### src/rtl/estado_mascota.sv
// Pet state decider: maps the four need levels and reaction pulses to a displayed
// state, tracks death by sustained critical needs, blinks a low-need alert, reports the weakest need.
module estado_mascota #(
    parameter int TIEMPO_CRITICO = 20,
    parameter int UMBRAL_FELIZ   = 10,
    parameter int UMBRAL_TRISTE  = 5,
    parameter int PERIODO_ALERTA = 4
) (
    input  logic       clk,
    input  logic       B_reset,
    input  logic [1:0] Nivel_hambre,
    input  logic [1:0] Nivel_energia,
    input  logic [1:0] Nivel_diversion,
    input  logic [1:0] Nivel_salud,
    input  logic [3:0] senal_reaccion,
    input  logic       dormir,
    output logic [2:0] Estado,
    output logic       Alerta,
    output logic       Muerto,
    output logic [1:0] Indice_critico
);

    typedef enum logic [2:0] {
        FELIZ      = 3'd0,
        NEUTRAL    = 3'd1,
        TRISTE     = 3'd2,
        HAMBRIENTO = 3'd3,
        CANSADO    = 3'd4,
        DORMIDO    = 3'd5,
        REACCION   = 3'd6,
        MUERTO     = 3'd7
    } estado_t;

    localparam int CW = $clog2(TIEMPO_CRITICO + 1);
    localparam int BW = (PERIODO_ALERTA > 1) ? $clog2(PERIODO_ALERTA) : 1;
    localparam logic [CW-1:0] CNT_MAX    = CW'(TIEMPO_CRITICO);
    localparam logic [BW-1:0] BLINK_MAX  = BW'(PERIODO_ALERTA - 1);
    localparam logic [3:0]    U_FELIZ    = 4'(UMBRAL_FELIZ);
    localparam logic [3:0]    U_TRISTE   = 4'(UMBRAL_TRISTE);

    estado_t         estado_q, estado_d;
    logic [CW-1:0]   crit_cnt_q, crit_cnt_d;
    logic [BW-1:0]   blink_q, blink_d;
    logic            alerta_q, alerta_d;
    logic            muerto_q, muerto_d;
    logic [1:0]      indice_q, indice_d;

    logic [3:0]      suma;
    logic [2:0]      n_ceros;
    logic            critico;
    logic            nivel_bajo;
    logic            armado;
    logic [1:0]      min_nivel;

    always_comb begin
        suma = {2'b00, Nivel_hambre} + {2'b00, Nivel_energia}
             + {2'b00, Nivel_diversion} + {2'b00, Nivel_salud};
        n_ceros = {2'b00, Nivel_hambre == 2'd0} + {2'b00, Nivel_energia == 2'd0}
                + {2'b00, Nivel_diversion == 2'd0} + {2'b00, Nivel_salud == 2'd0};
        critico = (Nivel_salud == 2'd0) || (n_ceros >= 3'd2);
        nivel_bajo = (Nivel_hambre <= 2'd1) || (Nivel_energia <= 2'd1)
                   || (Nivel_diversion <= 2'd1) || (Nivel_salud <= 2'd1);
    end

    // Death counter freezes once dead but still clears if the condition goes away.
    always_comb begin
        crit_cnt_d = crit_cnt_q;
        if (!critico) begin
            crit_cnt_d = '0;
        end else if (estado_q != MUERTO && crit_cnt_q != CNT_MAX) begin
            crit_cnt_d = crit_cnt_q + 1'b1;
        end
    end

    always_comb begin
        estado_d = NEUTRAL;
        if (estado_q == MUERTO)               estado_d = MUERTO;
        else if (crit_cnt_q == CNT_MAX)       estado_d = MUERTO;
        else if (dormir)                      estado_d = DORMIDO;
        else if (senal_reaccion != 4'b0000)   estado_d = REACCION;
        else if (Nivel_hambre == 2'd0)        estado_d = HAMBRIENTO;
        else if (Nivel_energia == 2'd0)       estado_d = CANSADO;
        else if (suma >= U_FELIZ)             estado_d = FELIZ;
        else if (suma <= U_TRISTE)            estado_d = TRISTE;
        muerto_d = (estado_d == MUERTO);
    end

    // Blink counter wraps on the last count of each half-period, toggling the alert.
    always_comb begin
        armado   = nivel_bajo && (estado_d != MUERTO) && (estado_d != DORMIDO);
        blink_d  = '0;
        alerta_d = 1'b0;
        if (armado) begin
            if (blink_q == BLINK_MAX) begin
                blink_d  = '0;
                alerta_d = ~alerta_q;
            end else begin
                blink_d  = blink_q + 1'b1;
                alerta_d = alerta_q;
            end
        end
    end

    // Strict less-than keeps the lowest index on ties.
    always_comb begin
        indice_d  = 2'd0;
        min_nivel = Nivel_hambre;
        if (Nivel_energia < min_nivel) begin
            indice_d  = 2'd1;
            min_nivel = Nivel_energia;
        end
        if (Nivel_diversion < min_nivel) begin
            indice_d  = 2'd2;
            min_nivel = Nivel_diversion;
        end
        if (Nivel_salud < min_nivel) begin
            indice_d  = 2'd3;
        end
    end

    always_ff @(posedge clk or negedge B_reset) begin
        if (!B_reset) begin
            estado_q   <= FELIZ;
            crit_cnt_q <= '0;
            blink_q    <= '0;
            alerta_q   <= 1'b0;
            muerto_q   <= 1'b0;
            indice_q   <= 2'd0;
        end else begin
            estado_q   <= estado_d;
            crit_cnt_q <= crit_cnt_d;
            blink_q    <= blink_d;
            alerta_q   <= alerta_d;
            muerto_q   <= muerto_d;
            indice_q   <= indice_d;
        end
    end

    assign Estado         = estado_q;
    assign Alerta         = alerta_q;
    assign Muerto         = muerto_q;
    assign Indice_critico = indice_q;

endmodule

### config.mk
export PLATFORM = sky130hd
export DESIGN_NAME = estado_mascota
export DESIGN_NICKNAME = d
export VERILOG_FILES = /design/src/rtl/estado_mascota.sv
export SDC_FILE = /design/constraint.sdc
export NUM_CORES = 1
export LEC_CHECK = 0
export ABC_AREA = 1
export BUFFER_PORTS_ARGS = -buffer_cell sky130_fd_sc_hd__buf_2
export CAP_MARGIN = 30
export CORE_MARGIN = 4
export CORE_UTILIZATION = 30
export DETAILED_ROUTE_END_ITERATION = 10
export PLACE_DENSITY = 0.55
export SLEW_MARGIN = 20
export SYNTH_ARGS = -nofsm -noshare
export SYNTH_HDL_FRONTEND = slang
export SYNTH_SLANG_ARGS = --single-unit
### constraint.sdc
create_clock -name clk -period 2.33 [get_ports clk]
set_input_delay 0.1165 -clock clk [delete_from_list [all_inputs] [get_ports clk]]
set_output_delay 0.1165 -clock clk [all_outputs]
set_load 0.05 [all_outputs]
# [After elaboration in Yosys (flattened, before gate mapping)]
# Cells that the tools add are included.
[word_totals] regBits=14 input_bits=15 out_inout_bits=7 word_cells=66
[op_classes] addsub=8 n_lt_le_gt_ge=10 n_eq_ne=10 mux=19 n_bitwise=1 reduce_logical=12
[ops] op="$mux 3" count=6
[ops] op="$mux 2" count=8
[ops] op="$mux 5" count=2
[ops] op="$ne 3x3->1 const B" count=3
[ops] op="$le 2x1->1 const B" count=4
[ops] op="$logic_not 2->1" count=4
[ops] op="$eq 3x3->1 const B" count=2
[ops] op="$lt 2x2->1" count=3
[ops] op="$add 5x1->5 const B" count=1
[ops] op="$eq 5x5->1 const B" count=1
[ops] op="$ne 5x5->1 const B" count=1
[ops] op="$add 3x2->4" count=1
[ops] op="$add 4x2->4" count=1
[ops] op="$ge 4x4->1 const B" count=1
[ops] op="$le 4x3->1 const B" count=1
[ops] op="$logic_or 1x1->1" count=4
[ops] op="$ne 2x1->1 const B" count=2
[ops] op="$reduce_bool 4->1" count=1
[ops] op="$add 2x1->3" count=1
[ops] op="$add 2x2->3" count=1
[ops] op="$add 3x1->3" count=1
[ops] op="$ge 3x2->1 const B" count=1
[ops] op="$logic_and 1x1->1" count=3
[ops] op="$mux 1" count=3
[ops] op="4 further kinds" count=4

# [Logic depth before layout (Yosys ltp)]
# Gate-level depths: netlist of the first run.
[logic_depth] word_depth=16 ltp_mapped=14 depth_no_buf=14

# [Least setup slack after synthesis of the first run]
# Ideal clock, no wire load.
[synth_path] kind="input -> register" startpoint="input port Nivel_hambre[1]" endpoint="register estado_q[1] (netlist: Estado[1])" setup_time_ns=0.128 arrival_ns=2.269 t_required_ns=2.202 setup_slack_ns=-0.066 cell_stages=11 cell_sequence="fa_1 > inv_1 > fa_1 > inv_1 > ha_1 > inv_1 > fa_1 > inv_1 > nand2_1 > a311oi_1 > o21ai_0"
[synth_via] elab_chain_cells=12 elab_cells_between_ends=14 cone_classes="add/sub: 3; order compare: 2; mux: 8; reduce/logical: 1"
[synth_lines] element="from (decl)" line_no="11" text="input logic [1:0] Nivel_hambre,"
[synth_lines] element="$add 2x2->3" line_no="56" text="suma = {2'b00, Nivel_hambre} + {2'b00, Nivel_energia}"
[synth_lines] element="$add 3x2->4" line_no="57" text="+ {2'b00, Nivel_diversion} + {2'b00, Nivel_salud};"
[synth_lines] element="$add 4x2->4" line_no="57"
[synth_lines] element="$le 4x3->1" line_no="84" text="else if (suma <= U_TRISTE) estado_d = TRISTE;"
[synth_lines] element="$mux 2" line_no="84"
[synth_lines] element="$mux 2" line_no="83" text="else if (suma >= U_FELIZ) estado_d = FELIZ;"
[synth_lines] element="$mux 3" line_no="82" text="else if (Nivel_energia == 2'd0) estado_d = CANSADO;"
[synth_lines] element="$mux 3 (*)" line_no="81" text="else if (Nivel_hambre == 2'd0) estado_d = HAMBRIENTO;"
[synth_lines] element="$mux 3 (*)" line_no="80" text="else if (senal_reaccion != 4'b0000) estado_d = REACCION;"
[synth_lines] element="$mux 3 (*)" line_no="79" text="else if (dormir) estado_d = DORMIDO;"
[synth_lines] element="$mux 3 (*)" line_no="78" text="else if (crit_cnt_q == CNT_MAX) estado_d = MUERTO;"
[synth_lines] element="$mux 3 (*)" line_no="77" text="if (estado_q == MUERTO) estado_d = MUERTO;"
[synth_lines] element="net estado_d[1]" line_no="41" text="estado_t estado_q, estado_d;"
[synth_lines] element="to (signal assigned)" line_no="130" text="estado_q <= estado_d;"
[synth_lines] element="to (decl)" line_no="41"
# Mark *: on every way through the listed nets, which the timed path passes. The rest lies on a longest branch.
# A chain may end at the register's enable or synchronous reset.

# [Worst setup path after layout of the first run]
[layout_path] startpoint="input port Nivel_diversion[1]" endpoint="register estado_q[0] (netlist: Estado[0])"
[layout_via] elab_chain_cells=11 elab_cells_between_ends=12 cone_classes="add/sub: 2; order compare: 2; mux: 8"
[layout_lines] element="from (decl)" line_no="13" text="input logic [1:0] Nivel_diversion,"
[layout_lines] element="$add 3x2->4 (*)" line_no="57"
[layout_lines] element="$add 4x2->4 (*)" line_no="57"
[layout_lines] element="$le 4x3->1" line_no="84"
[layout_lines] element="$mux 2" line_no="84"
[layout_lines] element="$mux 2 (*)" line_no="83"
[layout_lines] element="$mux 3 (*)" line_no="82"
[layout_lines] element="$mux 3 (*)" line_no="81"
[layout_lines] element="$mux 3 (*)" line_no="80"
[layout_lines] element="$mux 3 (*)" line_no="79"
[layout_lines] element="$mux 3 (*)" line_no="78"
[layout_lines] element="$mux 3 (*)" line_no="77"
[layout_lines] element="net estado_d[0]" line_no="41"
# Marks and branches as above.

==> results of run 1 <==
==> area by class of cell <==
class / instances / area (sq um) / area share [%]
Multi-Input combinational cell: 76 / 581 / 44.3
Sequential cell: 14 / 350 / 26.7
Timing Repair Buffer: 28 / 166 / 12.7
Inverter: 32 / 120 / 9.16
Tap cell: 46 / 57.6 / 4.39
Clock buffer: 4 / 36.3 / 2.77
==> power by group through the flow <==
| stage | logic (W) | clock network [W] | registers, W |
|---|---|---|---|
| floorplan | 0.000149 | 0 | 0.000333 |
| global placement | 0.000267 | 0 | 0.000283 |
| detailed placement | 0.000277 | 0 | 0.000285 |
| CTS | 0.000279 | 0.000173 | 0.000280 |
| global route | 0.000328 | 0.000191 | 0.000283 |
| finish | 0.000287 | 0.000166 | 0.000279 |
==> registers in the layout, summed over array words and instances, names as in the netlist <==
signal,count
Muerto,1
Alerta,1
blink_q,2
Estado,3
Indice_critico,2
crit_cnt_q,5
==> critical path, cell delays in order <==
cell	delay, ns
buf_6	0.10
fa_1	0.54
inv_2	0.04
fa_1	0.44
inv_1	0.06
ha_2	0.16
inv_2	0.03
fa_1	0.49
inv_2	0.04
nand2_2	0.06
nand2_1	0.05
o21ai_1	0.07
nand2_1	0.06
nand2_1	0.06
nand2_1	0.04
==> logic make-up (layout without fill, tap and decap cells) <==
family / Yosys count / after routing / synth area share, %
XOR/XNOR: 1 / 1 / 0.843
AO/OA/AOI/OAI: 11 / 11 / 7.22
AND/OR/NAND/NOR: 48 / 48 / 23.8
adder cells (fa/ha/maj): 16 / 16 / 22.9
flip-flops: 14 / 14 / 33.7
buffers and inverters: 32 / 64 / 11.6
==> what timing repair did <==
item,CTS,global route
hold buffers,1,0
hold endpoints to repair,14,0
gates resized for setup,0,7
setup endpoints to repair,0,2
==> layout by cell type (no fill, tap or decap) <==
master and instances:
buf_6 1, dfrtp_1 14, buf_4 6, clkbuf_8 1
inv_1 20, xnor2_1 1, o211ai_2 1, dlygate4sd3_1 1
ha_2 1, nor3_1 1, nand3_2 1, a21oi_1 2
nand4_2 1, inv_2 12, nand2_2 5, o21ai_1 5
a311oi_2 1, a211oi_2 1, nand2_1 18, nand3_1 6
nor4_1 1, nor2_1 9, ha_1 10, clkbuf_4 3
nor2_2 2, a31oi_1 1, fa_1 5, nand2_4 1
nor3_2 3, buf_2 20
==> worst min-delay path by stage <==
stage	from	to	slack [ns]	cells past startpoint
finish	dormir	Estado[1]	0.07	2
global route	dormir	Estado[1]	0.07	2
CTS	dormir	Estado[1]	0.05	2
detailed placement	B_reset	Alerta	0.02	1
global placement	B_reset	Alerta	0.02	1
floorplan	B_reset	Alerta	-0.18	0
==> metal layers <==
layer  GRT usage, %  part of all wire (%)  routed length [um]
met5              0                     0                   0
met4           2.28                  0.72                  14
met3           2.02                   5.4                 105
met2           19.4                    51                 981
met1           11.6                    43                 833
==> through the flow <==
stage	TNS, ns	total power (W)
finish	0	0.000732
global route	-0.0360	0.000802
CTS	0	0.000732
detailed placement	-0.457	0.000562
global placement	-0.321	0.000550
floorplan	0	0.000482
==> flow_summary_export.csv, run 1 <==
group,metric,value,unit
pwr,switching_share,37.0,%
global_route,grtUsageTotal,10.2,%
floorplan,core_area,3340,sq um
clock_network,cts_setup_buffers,0,
sta,slew_viol_final,0,
routing,vias_per_cell,4.23,
worst_setup_path,crit_fanout,2,
place,place_inst,195,
clock_network,htree_num_levels,1,
floorplan,io_pins,22,
clock_network,cts_buffer_depth,2,
floorplan,rows,21,
layout,nFillCells,365,
global_route,grt-ovfl-total,0,
sta,fmax,0.452,GHz
worst_setup_path,crit_path_end,"Estado[0]",
layout,syn_to_final_growth,26.1,%
place,hpwl,1.76,mm
synth,netlist.area_leader.share,33.7,%
pwr,vdd_drop_max,0.185,mV
place,place_area,1250,sq um
synth,avgSynthCellArea,8.52,sq um
place,port_buffers,21,
global_route,antenna_found_initial,0,
worst_setup_path,cp-start-kind,"input pin",
synth,yosysMostFrequentCell,"inv_1",
global_route,grt_pass1_vias,903,
sta,skew,0.00367,ns
sta,post-route-min-period,2.21,ns
clock_network,numCtsBuffers,3,
global_route,grt_max_degree,15,
floorplan,initial_core_util,31.2,%
sta,fin_crit_sh,94.9,%
layout,fin_cells,200,
pwr,p_int,0.000461,W
global_route,grt_first_pass_wirelength,3.58,mm
routing,vias,846,
synth,ys_seq_area_share,33.7,%
synth,synth-seq-cells,14,
sta,finalWorstSetupSlack,0.118,ns
worst_setup_path,worstSetupPathType,"in -> reg",
synth,netlist_area,1040,sq um
worst_setup_path,rr_endpoint,"crit_cnt_q[4]",
job,max-cap-violations,0,
synth,synth-edff-count,0,
routing,drc,0,
worst_setup_path,r2r_setup_slack,0.90,ns
worst_hold_path,hold_path.class,"in -> reg",
synth,synthCells,122,
layout,drive_gt1_share,39.0,%
clock_network,clock_latency,0.27,ns
synth,ys.flop_type,"dfrtp_1",
sta,rsz0062_at_grt,"true",
worst_setup_path,cp.arrival,2.37,ns
layout,diodes,0,
routing,drt_iter0_drc,24,
routing,dr.pass1.iters,4,
sta,setup_viol,0,
worst_setup_path,startpoint,"Nivel_diversion[1]",
clock_network,path_clk_slew,0.08,ns
routing,routedWlPerCell,9.68,um
pwr,power.share.combinational,39.2,%
floorplan,die_h,66.9,um
synth,syn-num-nets,153,
clock_network,cts.sinks,14,
pwr,p_clk_share,22.7,%
synth,synth_common_cells,"23 x inv_1, 19 x nand2_1, 14 x dfrtp_1",
sta,whs,0.0719,ns
clock_network,tritoncts,"yes",
routing,postRouteAntennaNets,0,
synth,synthArstFlopShare,100,%
pwr,p_sw,0.000271,W
place,pre_cts_slack,-0.248,ns
clock_network,cts-root-buf,"clkbuf_4",
worst_setup_path,r2r_start,"crit_cnt_q[0]",
layout,fin_area,1310,sq um
layout,final_util,39.3,%
worst_setup_path,crit_path_end_kind,"flop",
routing,drt-total-wl,1.94,mm
floorplan,dieArea,4470,sq um
synth,ys_types,24,
synth,synth.largest_area_cell,"dfrtp_1",
pwr,p_seq_share,38.2,%
worst_setup_path,critical_path_required,2.49,ns
pwr,p_leak,0.665,nW
layout,nets,186,
sta,worst_pin_slew,0.423,ns
place,gp_congestion,0.772,
sta,finalHoldViolCount,0,
status,status,"complete, no violations",
sta,relSlewSlack,71.5,%
synth,ys_warn_count,0,
pwr,p_per_area,558,nW/um^2
worst_setup_path,r2r.worst_path.cells,8,
synth,synth_area_leaders,"dfrtp_1 34%, ha_1 13%, fa_1 9.6%",
floorplan,die_x,66.9,um
(Power assumes the default switching activity.)
==> inputs of run 2 (changes only) <==
--- a/config.mk
+++ b/config.mk
@@ -6,12 +6,13 @@
 export NUM_CORES = 1
 export LEC_CHECK = 0
 export ABC_AREA = 1
-export BUFFER_PORTS_ARGS = -buffer_cell sky130_fd_sc_hd__buf_2
 export CAP_MARGIN = 30
 export CORE_MARGIN = 4
 export CORE_UTILIZATION = 30
+export CTS_CLUSTER_SIZE = 12
 export DETAILED_ROUTE_END_ITERATION = 10
-export PLACE_DENSITY = 0.55
+export DONT_BUFFER_PORTS = 1
+export PLACE_DENSITY = 0.5
 export SLEW_MARGIN = 20
 export SYNTH_ARGS = -nofsm -noshare
 export SYNTH_HDL_FRONTEND = slang
==> flow_summary_export.csv, run 2 (synthesis results as in run 1) <==
group,metric,value,unit
status,status,"complete, no violations",
sta,skew,0.000914,ns
sta,slew_viol_final,0,
floorplan,rows,21,
clock_network,numCtsBuffers,3,
place,gp_congestion,0.751,
floorplan,initial_core_util,31.2,%
layout,largest_register,"crit_cnt_q",
worst_setup_path,cp-start-kind,"input pin",
worst_setup_path,worstSetupPathType,"in -> reg",
floorplan,core_area,3340,sq um
worst_setup_path,crit_chain,"fa_1, inv_1, fa_1, inv_1, ha_2, inv_2, fa_1, inv_1, nand2_1, a311oi_1, o21ai_1",
sta,rsz0062_at_grt,"false",
clock_network,path_clk_slew,0.08,ns
clock_network,cts_buffer_depth,2,
pwr,vdd_drop_max,0.167,mV
clock_network,cts.sinks,14,
floorplan,die_x,66.9,um
layout,fin_cells,174,
global_route,grt_first_pass_wirelength,3.24,mm
sta,worst_pin_slew,0.595,ns
routing,drt-total-wl,1.83,mm
layout,fin_area,1160,sq um
routing,drt_iter0_drc,29,
sta,relSlewSlack,60.2,%
place,hpwl,1.60,mm
clock_network,cts-root-buf,"clkbuf_4",
layout,diodes,0,
place,port_buffers,0,
clock_network,htree_num_levels,1,
floorplan,dieArea,4470,sq um
routing,vias,736,
sta,finalHoldViolCount,0,
routing,drc,0,
sta,post-route-min-period,2.14,ns
worst_setup_path,critical_path_required,2.49,ns
place,place_area,1100,sq um
global_route,grtUsageTotal,9.47,%
clock_network,tritoncts,"yes",
global_route,grt_pass1_vias,760,
job,max-cap-violations,0,
sta,setup_viol,0,
floorplan,die_h,66.9,um
worst_setup_path,cp_slowest_stage_delay,0.52,ns
sta,fmax,0.468,GHz
worst_setup_path,crit_fanout,4,
routing,postRouteAntennaNets,0,
pwr,p_leak,0.561,nW
place,place_inst,168,
layout,final_cell_mix,"22 x inv_1, 19 x nand2_1, 14 x dfrtp_1",
worst_hold_path,hold_path.class,"in -> reg",
layout,drive_gt1_share,22.7,%
layout,final_common_cell,"inv_1",
clock_network,clock_latency,0.27,ns
layout,nets,160,
worst_setup_path,slowest_stage,"fa_1",
global_route,grt_max_degree,15,
worst_setup_path,cp.arrival,2.30,ns
routing,vias_per_cell,4.23,
layout,syn_to_final_growth,11.2,%
floorplan,io_pins,22,
routing,dr.pass1.iters,4,
global_route,grt-ovfl-total,0,
pwr,p_per_area,593,nW/um^2
layout,largest_reg_flops,5,
worst_setup_path,crit_path_end_kind,"flop",
sta,fin_crit_sh,91.8,%
global_route,antenna_found_initial,0,
clock_network,cts_resized,0,
routing,routedWlPerCell,10.5,um
## run 2: cell types whose count changed in the layout (fill, tap and decap cells not counted)
cell | previous run | this run
buf_2 | 20 | 0
buf_4 | 6 | 0
inv_1 | 20 | 22
inv_2 | 12 | 10
a311oi_1 | 0 | 1
a311oi_2 | 1 | 0
buf_6 | 1 | 0
dlygate4sd3_1 | 1 | 2
nand2_1 | 18 | 19
nand2_2 | 5 | 4
o21ai_0 | 0 | 1
o21ai_1 | 5 | 4
## run 2: per-layer routing
metal  global-route usage (%)  part of all wire (%)  vias up
met3                     2.70                   7.3        0
li1                         -                     -      386
met4                     3.80                     0        0
met5                        0                     0        -
met1                     11.2                    42      332
met2                     16.0                    50       18
## run 2: where the power goes
group | switching, W | internal [W]
Combinational | 0.000114 | 0.0000703
Sequential | 0.0000668 | 0.000266
Clock | 0.0000740 | 0.0000949
## run 2: final cells by class
class,instances,area [sq um]
repair buffers,2,20.0
multi-input cells,76,572
clock buffers,4,36.3
inverters,32,120
well taps,46,57.6
fillers,366,2180
flip-flops and latches,14,350
## run 2: worst paths after layout
path / startpoint / to / slack [ns] / cells after the start
min in group asynchronous: B_reset / blink_q[0] / 0.28 / 1
worst min-delay path: senal_reaccion[0] / Estado[2] / 0.08 / 4
worst max register to register: Estado[0] / crit_cnt_q[3] / 0.84 / 6
worst max-delay path: Nivel_hambre[1] / Estado[1] / 0.19 / 11
max in group asynchronous: B_reset / Indice_critico[0] / 1.66 / 1
worst min register to register: blink_q[0] / blink_q[0] / 0.46 / 1
## run 2: stage by stage
step	setup TNS [ns]	hold WS (ns)	utilization, %	total power [W]	setup WS (ns)
after global placement	-0.103	-0.179	33.0	0.000512	-0.0763
after CTS	0	0.0811	34.6	0.000699	0.190
after global routing	0	0.101	34.6	0.000743	0.0195
final	0	0.0764	34.6	0.000686	0.191
after floorplan	0	-0.179	-	0.000482	0.00473
after detailed placement	-0.227	-0.179	33.0	0.000519	-0.129
## run 2: repair_timing
action	in CTS	in global routing
setup endpoints to repair	0	0
hold buffers	2	0
buffers inserted	0	0
endpoints found under the hold margin	20	0
## run 2: critical path, delay by kind of cell
family | cells | cell delay, ns
AO/OA/AOI/OAI | 2 | 0.34
adder cells (fa/ha/maj) | 4 | 1.55
buffers and inverters | 4 | 0.22
AND/OR/NAND/NOR | 1 | 0.07
==> inputs of run 3 (changes only) <==
--- a/config.mk
+++ b/config.mk
@@ -7,6 +7,7 @@
 export LEC_CHECK = 0
 export ABC_AREA = 1
 export CAP_MARGIN = 30
+export CORE_ASPECT_RATIO = 1.75
 export CORE_MARGIN = 4
 export CORE_UTILIZATION = 30
 export CTS_CLUSTER_SIZE = 12
==> flow_summary_export.csv, run 3 (synthesis results as in run 1) <==
group,metric,value,unit
routing,drt-total-wl,1.88,mm
worst_setup_path,cp.arrival,2.30,ns
global_route,grt-ovfl-total,0,
worst_setup_path,crit_fanout,4,
layout,final_cell_mix,"22 x inv_1, 19 x nand2_1, 14 x dfrtp_1",
sta,worst_pin_slew,0.623,ns
clock_network,cts-root-buf,"clkbuf_8",
routing,drc,0,
worst_setup_path,critical_path_required,2.44,ns
place,port_buffers,0,
sta,skew,0.00381,ns
routing,drt_iter0_drc,14,
worst_hold_path,hold_path.class,"in -> reg",
pwr,p_per_area,606,nW/um^2
worst_setup_path,r2r_setup_slack,0.87,ns
floorplan,dieArea,4510,sq um
floorplan,core_area,3360,sq um
layout,largest_register,"crit_cnt_q",
sta,tns,0,ns
layout,diodes,0,
sta,finalHoldViolCount,0,
pwr,p_sw,0.000252,W
worst_setup_path,rr_endpoint,"crit_cnt_q[4]",
pwr,vdd_drop_max,0.228,mV
clock_network,cts_buffer_depth,2,
sta,setup_viol,0,
layout,fin_cells,172,
floorplan,io_pins,22,
layout,nFillCells,379,
floorplan,die_h,85.9,um
routing,routedWlPerCell,10.9,um
layout,largest_reg_flops,5,
global_route,antenna_found_initial,0,
routing,vias_per_cell,4.26,
status,status,"complete, no violations",
layout,drive_gt1_share,22.0,%
pwr,power.total,0.000703,W
place,place_inst,167,
worst_setup_path,r2r.worst_path.cells,6,
clock_network,cts.sinks,14,
clock_network,numCtsBuffers,3,
job,max-cap-violations,0,
worst_setup_path,crit_path_end_kind,"flop",
routing,vias,732,
sta,fin_crit_sh,94.0,%
place,place_area,1100,sq um
layout,nets,160,
layout,multiInputGateArea,572,sq um
pwr,p_seq_share,47.2,%
global_route,grt_max_degree,15,
place,gp_congestion,0.759,
pwr,switching_share,35.9,%
worst_hold_path,hold_depth,3,
worst_setup_path,cp-start-kind,"input pin",
pwr,p_leak,0.561,nW
pwr,p_int,0.000451,W
clock_network,tritoncts,"yes",
sta,rsz0062_at_grt,"false",
clock_network,path_clk_slew,0.05,ns
global_route,grt_pass1_vias,810,
clock_network,clock_latency,0.24,ns
worst_setup_path,worstSetupPathType,"in -> reg",
sta,fmax,0.457,GHz
pwr,p_clk_share,26.7,%
sta,relSlewSlack,58.3,%
routing,postRouteAntennaNets,0,
pwr,power.share.combinational,26.0,%
global_route,grtUsageTotal,9.95,%
place,hpwl,1.60,mm
clock_network,htree_num_levels,1,
worst_setup_path,r2r_start,"Estado[1]",
layout,seqCellArea,350,sq um
layout,final_common_cell,"inv_1",
global_route,grt_first_pass_wirelength,3.42,mm
layout,syn_to_final_growth,11.6,%
worst_hold_path,worstHoldStart,"dormir",
floorplan,initial_core_util,30.9,%
floorplan,rows,28,
worst_hold_path,holdPathEnd,"blink_q[0]",
worst_setup_path,startpoint,"Nivel_hambre[1]",
layout,fin_area,1160,sq um
routing,dr.pass1.iters,4,
sta,post-route-min-period,2.19,ns
sta,slew_viol_final,0,
floorplan,die_x,52.5,um
[run 3: timing repair]
action,in CTS,in global routing
resized for setup,0,0
hold endpoints to repair,16,0
buffers inserted,0,0
hold buffers,2,0
[run 3: worst max-delay path by stage]
| stage | endpoint | slack [ns] |
|---|---|---|
| after floorplan | Estado[1] | 0.005 |
| after detailed placement | Estado[1] | -0.11 |
| after CTS | Estado[1] | 0.16 |
| after global routing | Estado[1] | 0.04 |
| after global placement | Estado[1] | -0.06 |
| final | Estado[1] | 0.14 |
[run 3: cell type report]
type / instances / share of cell area, %
sequential: 14 / 30.2
multi-input combinational: 76 / 49.3
inverter: 32 / 10.4
timing repair buffer: 2 / 1.73
tap: 45 / 4.85
clock buffer: 3 / 3.56
[run 3: stage by stage]
step                      hold slack [ns]  util (%)  setup slack [ns]
after floorplan                    -0.179         -           0.00473
after global placement             -0.179      32.7           -0.0617
after detailed placement           -0.179      32.7            -0.113
after CTS                          0.0360      34.5             0.155
after global routing               0.0358      34.5            0.0405
final                              0.0392      34.5             0.141
[run 3: critical path: stages]
cell	delay, ns
fa_1	0.51
inv_1	0.05
fa_1	0.47
inv_1	0.04
ha_2	0.16
inv_2	0.05
fa_1	0.40
inv_1	0.08
nand2_1	0.07
a311oi_1	0.25
o21ai_1	0.11
[run 3: power groups by stage]
stage	clock (W)	combinational, W	sequential [W]
3_5_place_dp	0	0.000178	0.000338
3_3_place_gp	0	0.000172	0.000337
5_1_grt	0.000206	0.000220	0.000335
6_report	0.000188	0.000183	0.000332
4_1_cts	0.000197	0.000187	0.000333
2_1_floorplan	0	0.000149	0.000333
[run 3: layer usage]
metal | wire [um] | GRT usage [%]
met1 | 708 | 9.81
met4 | 26 | 5.58
met3 | 123 | 2.78
met5 | 0 | 0
met2 | 1020 | 17.8
